[src/rtl/parity_arb_ctrl_pkg.sv]
// Shared types for the two-requester parity checker arbiter.
// Holds the FSM state encoding and the requester-id width.
package parity_arb_ctrl_pkg;

  localparam int unsigned ID_W = 1;

  typedef enum logic [1:0] {
    ST_IDLE  = 2'd0,
    ST_CHECK = 2'd1,
    ST_OUT   = 2'd2
  } state_t;

endpackage : parity_arb_ctrl_pkg

[src/rtl/parity_arb_ctrl_parity_reduce.sv]
// Combinational parity of a DW-bit word (parity bit included).
// odd = 1 when the word has an odd number of 1s; even is its complement.
module parity_reduce #(
  parameter int unsigned DW = 9
) (
  input  logic [DW-1:0] data,
  output logic          odd,
  output logic          even
);

  assign odd  = ^data;
  assign even = ~odd;

endmodule : parity_reduce

[src/rtl/parity_arb_ctrl.sv]
// Round-robin share of one parity checker between two requesters, with a
// registered valid/ready result and saturating per-requester error counters.
module parity_arb_ctrl
  import parity_arb_ctrl_pkg::*;
#(
  parameter int unsigned DW         = 9,
  parameter int unsigned CNT_W      = 8,
  parameter int unsigned EXPECT_ODD = 0
) (
  input  logic             clk,
  input  logic             rst_n,
  input  logic             req0_valid,
  input  logic [DW-1:0]    req0_data,
  output logic             req0_ready,
  input  logic             req1_valid,
  input  logic [DW-1:0]    req1_data,
  output logic             req1_ready,
  output logic             res_valid,
  input  logic             res_ready,
  output logic [ID_W-1:0]  res_id,
  output logic             res_odd,
  output logic             res_err,
  input  logic             clr_cnt,
  output logic [CNT_W-1:0] err_cnt0,
  output logic [CNT_W-1:0] err_cnt1,
  output logic             busy
);

  localparam logic EXP_ODD = (EXPECT_ODD != 0);

  state_t            state_q, state_d;
  logic [DW-1:0]     hold_q, hold_d;
  logic [ID_W-1:0]   hold_id_q, hold_id_d;
  logic [ID_W-1:0]   last_grant_q, last_grant_d;
  logic              res_valid_q, res_valid_d;
  logic [ID_W-1:0]   res_id_q, res_id_d;
  logic              res_odd_q, res_odd_d;
  logic              res_err_q, res_err_d;
  logic [CNT_W-1:0]  cnt0_q, cnt0_d, cnt1_q, cnt1_d;

  logic              grant_vld;
  logic [ID_W-1:0]   grant_id;
  logic              chk_odd, chk_even;
  logic              chk_err;
  logic              inc0, inc1;

  parity_reduce #(.DW(DW)) u_parity_reduce (
    .data (hold_q),
    .odd  (chk_odd),
    .even (chk_even)
  );

  // A tie goes to the requester that was not granted last.
  always_comb begin
    grant_vld = 1'b0;
    grant_id  = ID_W'(0);
    if (req0_valid && req1_valid) begin
      grant_vld = 1'b1;
      grant_id  = ~last_grant_q;
    end else if (req0_valid) begin
      grant_vld = 1'b1;
      grant_id  = ID_W'(0);
    end else if (req1_valid) begin
      grant_vld = 1'b1;
      grant_id  = ID_W'(1);
    end
  end

  assign req0_ready = (state_q == ST_IDLE) && grant_vld && (grant_id == ID_W'(0));
  assign req1_ready = (state_q == ST_IDLE) && grant_vld && (grant_id == ID_W'(1));
  assign chk_err    = EXP_ODD ? chk_even : chk_odd;

  // Next-state, result and counter update.
  always_comb begin
    state_d      = state_q;
    hold_d       = hold_q;
    hold_id_d    = hold_id_q;
    last_grant_d = last_grant_q;
    res_valid_d  = res_valid_q;
    res_id_d     = res_id_q;
    res_odd_d    = res_odd_q;
    res_err_d    = res_err_q;
    cnt0_d       = cnt0_q;
    cnt1_d       = cnt1_q;
    inc0         = 1'b0;
    inc1         = 1'b0;

    case (state_q)
      ST_IDLE: begin
        if (grant_vld) begin
          hold_d       = (grant_id == ID_W'(1)) ? req1_data : req0_data;
          hold_id_d    = grant_id;
          last_grant_d = grant_id;
          state_d      = ST_CHECK;
        end
      end
      ST_CHECK: begin
        res_odd_d   = chk_odd;
        res_err_d   = chk_err;
        res_id_d    = hold_id_q;
        res_valid_d = 1'b1;
        inc0        = chk_err && (hold_id_q == ID_W'(0));
        inc1        = chk_err && (hold_id_q == ID_W'(1));
        state_d     = ST_OUT;
      end
      ST_OUT: begin
        if (res_ready) begin
          res_valid_d = 1'b0;
          state_d     = ST_IDLE;
        end
      end
      default: state_d = ST_IDLE;
    endcase

    // Clear has priority over a same-cycle increment; counters saturate.
    if (clr_cnt) begin
      cnt0_d = '0;
      cnt1_d = '0;
    end else begin
      if (inc0 && (cnt0_q != {CNT_W{1'b1}})) cnt0_d = cnt0_q + CNT_W'(1);
      if (inc1 && (cnt1_q != {CNT_W{1'b1}})) cnt1_d = cnt1_q + CNT_W'(1);
    end
  end

  always_ff @(posedge clk) begin
    if (!rst_n) begin
      state_q      <= ST_IDLE;
      hold_q       <= '0;
      hold_id_q    <= ID_W'(0);
      last_grant_q <= ID_W'(1);
      res_valid_q  <= 1'b0;
      res_id_q     <= ID_W'(0);
      res_odd_q    <= 1'b0;
      res_err_q    <= 1'b0;
      cnt0_q       <= '0;
      cnt1_q       <= '0;
    end else begin
      state_q      <= state_d;
      hold_q       <= hold_d;
      hold_id_q    <= hold_id_d;
      last_grant_q <= last_grant_d;
      res_valid_q  <= res_valid_d;
      res_id_q     <= res_id_d;
      res_odd_q    <= res_odd_d;
      res_err_q    <= res_err_d;
      cnt0_q       <= cnt0_d;
      cnt1_q       <= cnt1_d;
    end
  end

  assign res_valid = res_valid_q;
  assign res_id    = res_id_q;
  assign res_odd   = res_odd_q;
  assign res_err   = res_err_q;
  assign err_cnt0  = cnt0_q;
  assign err_cnt1  = cnt1_q;
  assign busy      = (state_q != ST_IDLE);

endmodule : parity_arb_ctrl

[config.mk]
export PLATFORM = sky130hd
export DESIGN_NAME = parity_arb_ctrl
export DESIGN_NICKNAME = d
export VERILOG_FILES = /design/src/rtl/parity_arb_ctrl_pkg.sv /design/src/rtl/parity_arb_ctrl_parity_reduce.sv /design/src/rtl/parity_arb_ctrl.sv
export SDC_FILE = /design/constraint.sdc
export NUM_CORES = 1
export LEC_CHECK = 0
export ABC_AREA = 1
export BUFFER_PORTS_ARGS = -buffer_cell sky130_fd_sc_hd__buf_4
export CAP_MARGIN = 25
export CORE_MARGIN = 1.5
export CORE_UTILIZATION = 45
export DETAILED_ROUTE_END_ITERATION = 12
export HOLD_SLACK_MARGIN = 0.12
export PLACE_DENSITY_LB_ADDON = 0.2
export SLEW_MARGIN = 15
export SYNTH_ARGS = -nofsm -noshare
export SYNTH_HDL_FRONTEND = slang
export SYNTH_HIERARCHICAL = 1
export SYNTH_SLANG_ARGS = --single-unit
[constraint.sdc]
create_clock -name clk -period 1.8 [get_ports clk]
set_clock_uncertainty 0.1 [all_clocks]
set_input_delay 0.09 -clock clk [delete_from_list [all_inputs] [get_ports clk]]
set_output_delay 0.09 -clock clk [all_outputs]
set_load 0.02 [all_outputs]
# After elaboration in Yosys (flattened, before gate mapping)
# Index checks and enable logic that the tools add are counted.
[totals]
regBits = 32
output_inout_bits = 23
elab_cells = 50
[classes]
addsub = 2
eq_ne = 6
mux = 13
n_bitwise = 4
n_reduce_logical = 16
[op_table]
columns = ["op", "n"]
rows = [
  ["$add A8 B1 Y8 const B", 2],
  ["$ne A8 B8 Y1 const B", 2],
  ["$mux W9", 1],
  ["$reduce_xor A9 Y1", 1],
  ["$logic_and A1 B1 Y1", 8],
  ["$mux W1", 8],
  ["$pmux W2 S3", 1],
  ["$reduce_and A2 Y1", 3],
  ["$mux W2", 2],
  ["$ne A2 B2 Y1 const B", 2],
  ["$not A1 Y1", 4],
  ["$reduce_bool A2 Y1", 2],
  ["$eq A2 B1 Y1 const B", 1],
  ["$eq A2 B2 Y1 const B", 1],
  ["$logic_not A2 Y1", 1],
  ["$pmux W1 S2", 1],
  ["$reduce_or A2 Y1", 1],
]

# Depth between registers and ports, before layout
[depth]
ltp_word = 5
ltp_mapped = 17
ltp_nobuf = 16

# By module
# Netlist, hierarchy kept.
[modules_own_cells]
columns = ["mod", "instances", "cells_per_inst", "area_per_inst_um2"]
rows = [
  ["parity_arb_ctrl", 1, 242, 1691.6],
  ["parity_reduce", 1, 38, 161.4],
]

# Worst setup path after synthesis
# OpenSTA, ideal clock, no wires.
[synth_path]
path_type = "register to register"
start = "register hold_q[0]"
end = "register cnt1_q[3] (netlist: err_cnt1[3])"
setup_time_ns = 0.113
arrival_time_ns = 1.406
required_time_ns = 1.587
slack_ns = 0.181
stages_incl_launch_ff = 17
n_path_buf = 1
path_cell_list = "dfxtp_1 inv_1 nand2_2 nand2_2 nand2_2 nand2_1 nand2_1 nand2_1 nand2_1 nand2_2 inv_2 nand2_1 nor2_8 buf_12 nand3_1 nor2_1 nor2_1"
[synth_between]
elab_chain_cells = 4
[synth_rtl]
columns = ["element", "line", "source"]
rows = [
  ["from (decl)", "parity_arb_ctrl.sv:32", "logic [DW-1:0] hold_q, hold_d;"],
  ["from (signal assigned)", "parity_arb_ctrl.sv:139", "hold_q <= hold_d;"],
  ["$reduce_xor A9 Y1", "parity_arb_ctrl_parity_reduce.sv:11", "assign odd = ^data;"],
  ["named net chk_err", "parity_arb_ctrl.sv:44", "logic chk_err;"],
  ["$logic_and A1 B1 Y1", "parity_arb_ctrl.sv:103", "inc1 = chk_err && (hold_id_q == ID_W'(1));"],
  ["$mux W1", "parity_arb_ctrl.sv:88", "case (state_q)"],
  ["$logic_and A1 B1 Y1", "parity_arb_ctrl.sv:121", "if (inc1 && (cnt1_q != {CNT_W{1'b1}})) cnt1_d = cnt1_q + CNT_W'(1);"],
  ["to (signal assigned)", "parity_arb_ctrl.sv:147", "cnt1_q <= cnt1_d;"],
  ["to (decl)", "parity_arb_ctrl.sv:39", "logic [CNT_W-1:0] cnt0_q, cnt0_d, cnt1_q, cnt1_d;"],
]
# The timed path passes the listed nets, and every way through them passes these cells.
# A chain may end at the register's enable or synchronous reset.

# Final worst setup path
[layout_path]
start = "register hold_q[0]"
end = "register cnt1_q[7] (netlist: err_cnt1[7])"
# The elaborated chain is that of the path after synthesis.

==> run_results.csv <==
group,metric,value,unit
drt,drt-initial-drc-count,92,
grt,grt_max_degree,15,
grt,antenna_found_initial,0,
drt,dr.pass1.iters,4,
timing,relSlewSlack,66.7,%
drt,vias,1940,
pwr,vdd_drop_max,597,uV
place,dp_slack,-0.00886,ns
finish,area_growth,40.9,%
setup_path,worstPathArrival,1.77,ns
drt,highest_layer,"met4",
drt,dr_wl_met3,148,um
setup_path,criticalPathCategory,"reg2reg",
pwr,pwr_density_cell,756,nW/um^2
place,dp_cells,372,
place,port_buffers,46,
setup_path,critPathRequiredTime,1.88,ns
min_path,hp-class,"in2reg",
clock_tree,cts_buffers,5,
grt,grt-ovfl-total,0,
synthesis,synth_commonest_cells,"nand2_1, dfxtp_1, inv_1, nand3_1, nor2_1",
synthesis,synth_area_leaders,"dfxtp_1, nand2_1, nand3_1, a21oi_1, inv_1",
place,routabilityCongestion,0.767,
timing,fmax,591,MHz
grt,first_global_vias,1631,
clock_tree,clock_sinks,32,
clock_tree,cts_root_buf,"clkbuf_8",
pwr,finalPower,1.98,mW
drt,met2WireLength,2.16,mm
pwr,leakage,1.23,nW
grt,grt_pass1_wl,6.88,mm
timing,period_needed,1.69,ns
clock_tree,clk_latency,0.28,ns
drt,routed_wl,4.32,mm
synthesis,async_flop_share,0,%
synthesis,netlist_area,1850,um^2
drt,postRouteAntennaNets,0,
floorplan,die_w,67.2,um
synthesis,synth_edf_count,0,
drt,drc_errors,0,
synthesis,yosys_warnings,6,
drt,wl_met1,2.00,mm
finish,utilization,65.8,%
synthesis,synth_xor_area_share,0.945,%
timing,fin_ws,0.108,ns
synthesis,synth_top_family_by_area,"simple AND/OR/NAND/NOR gates",
setup_path,cp-end-kind,"flop",
floorplan,num_io_pins,47,
grt,grt_use_total,20.1,%
floorplan,num_rows,23,
status,status,"complete, no violations",
synthesis,synth_adder_area_share,1.35,%
clock_tree,clkTransAtPathRegs,0.07,ns
setup_path,crit_fanout,7,
synthesis,synth_top_area_share,34.6,%
synthesis,synth-simple-area-share,44.8,%
timing,hold_viol,0,
timing,rsz0062_at_grt,"yes",
timing,tns,0,ns
synthesis,synthCells,280,
job,cap_violations,0,
clock_tree,cts_tree,"built",
place,place_hpwl,2.92,mm
synthesis,synth_compound_gate_area_share,8.78,%
synthesis,synth_cell_types,30,
synthesis,synthFlopType,"dfxtp_1",
floorplan,core_area,3970,um^2
drt,viasPerCell,4.79,
finish,final_cells,405,
finish,fin_nets,380,
floorplan,die_y,67.2,um
setup_path,cp-start-kind,"flop",
timing,worst_slew_pin_slew,0.498,ns
clock_tree,ctsLongestPathBuffers,2,
timing,finalMaxSlewViolations,0,
timing,finalSetupViolations,0,
synthesis,ys_ff_latch,32,
floorplan,die_area,4510,um^2
timing,fin_crit_sh,94.0,%
synthesis,synth.area.mux_share,0,%
finish,drive_gt1_share,26.8,%
synthesis,syn_avg_cell_area,6.62,um^2
clock_tree,cts.htree.levels,2,
drt,wire_per_inst,10.7,um
floorplan,start_util,46.7,%
synthesis,synth_top_area_cell,"dfxtp_1",
synthesis,synth-seq-area-share,34.6,%
finish,diodes,0,
synthesis,synth.net_count,306,
synthesis,synth_most_common_cell,"nand2_1",
-- layout make-up --
class,count,area [um^2]
clock buffers,5,68.8
clock inverters,3,42.5
fillers,369,1360
inverters,31,121
multi-input cells,211,1070
flip-flops and latches,32,646
well taps,50,62.6
repair buffers,73,601
-- path summary, 6_finish.rpt --
path	slack (ns)	endpoint	from	cells after the start
setup / recovery	0.11	err_cnt1[7]	hold_q[0]	15
hold / removal	0.24	hold_q[0]	req0_valid	5
setup reg to reg	0.11	err_cnt1[7]	hold_q[0]	15
hold reg to reg	0.38	hold_q[1]	hold_q[1]	2
-- worst max-delay path, cell delays in order (launching register included) --
cell and delay, ns:
dfxtp_2 0.34, inv_1 0.05, nand2_2 0.07, nand2_2 0.05, nand2_2 0.05, nand2_1 0.05
nand2_1 0.08, nand2_1 0.05, nand2_1 0.07, nand2_2 0.06, inv_4 0.08, nand2_4 0.08
nor2_8 0.17, nand3_2 0.10, nor2_1 0.14, nor2_2 0.05
-- where the power goes --
group | switching (mW) | internal (mW)
clock network | 0.277 | 0.409
logic | 0.285 | 0.223
registers | 0.0321 | 0.749
total | 0.594 | 1.38
-- state kept, by name (all words and copies together) (netlist names) --
name,flops
hold_q,9
err_cnt0,8
err_cnt1,8
state_q,2
hold_id_q,1
last_grant_q,1
res_err,1
res_id,1
res_valid,1
-- stage by stage --
step / instance area, um^2 / hold slack, ns
2_1_floorplan: 1850 / 0.0741
3_3_place_gp: 2230 / 0.208
3_5_place_dp: 2230 / 0.215
4_1_cts: 2550 / 0.246
5_1_grt: 2610 / 0.273
6_report: 2610 / 0.242
-- repair_timing --
| action | CTS | global route |
|---|---|---|
| setup endpoints to repair | 2 | 22 |
| gates cloned | 0 | 1 |
| resized for setup | 0 | 13 |
| hold endpoints to repair | 18 | 0 |
| pin swaps | 1 | 7 |
| setup buffers | 0 | 3 |
| hold buffers | 21 | 0 |
-- layout by cell type, fill, tap and decap left out, types with 3 or more instances in the layout --
master,instances
nand2_1,95
buf_4,52
dfxtp_1,28
inv_1,26
nor2_1,25
nand3_1,25
a21oi_1,21
dlygate4sd3_1,21
nand2_4,7
nand2_2,7
clkbuf_8,5
nor2_2,4
dfxtp_2,4
inv_2,3
nand3b_1,3
nand4_1,3
-- kinds of logic (layout without fill, tap and decap cells) --
family                     count (synthesis)  count (layout)
xor gates and xnor gates                   2               2
buffers and inverters                     38             112
and+or+nand+nor                          176             177
DFF                                       32              32
AOI/OAI and AO/OA                         30              30
adders and majority gates                  2               2
-- metal layers --
metal / up-vias / global-route usage [%]
li1: 1037 / -
met1: 871 / 25.8
met2: 30 / 33.0
met3: 2 / 6.50
met4: 0 / 4.59
met5: - / 0
No activity file was read; power rests on OpenSTA's default activity.
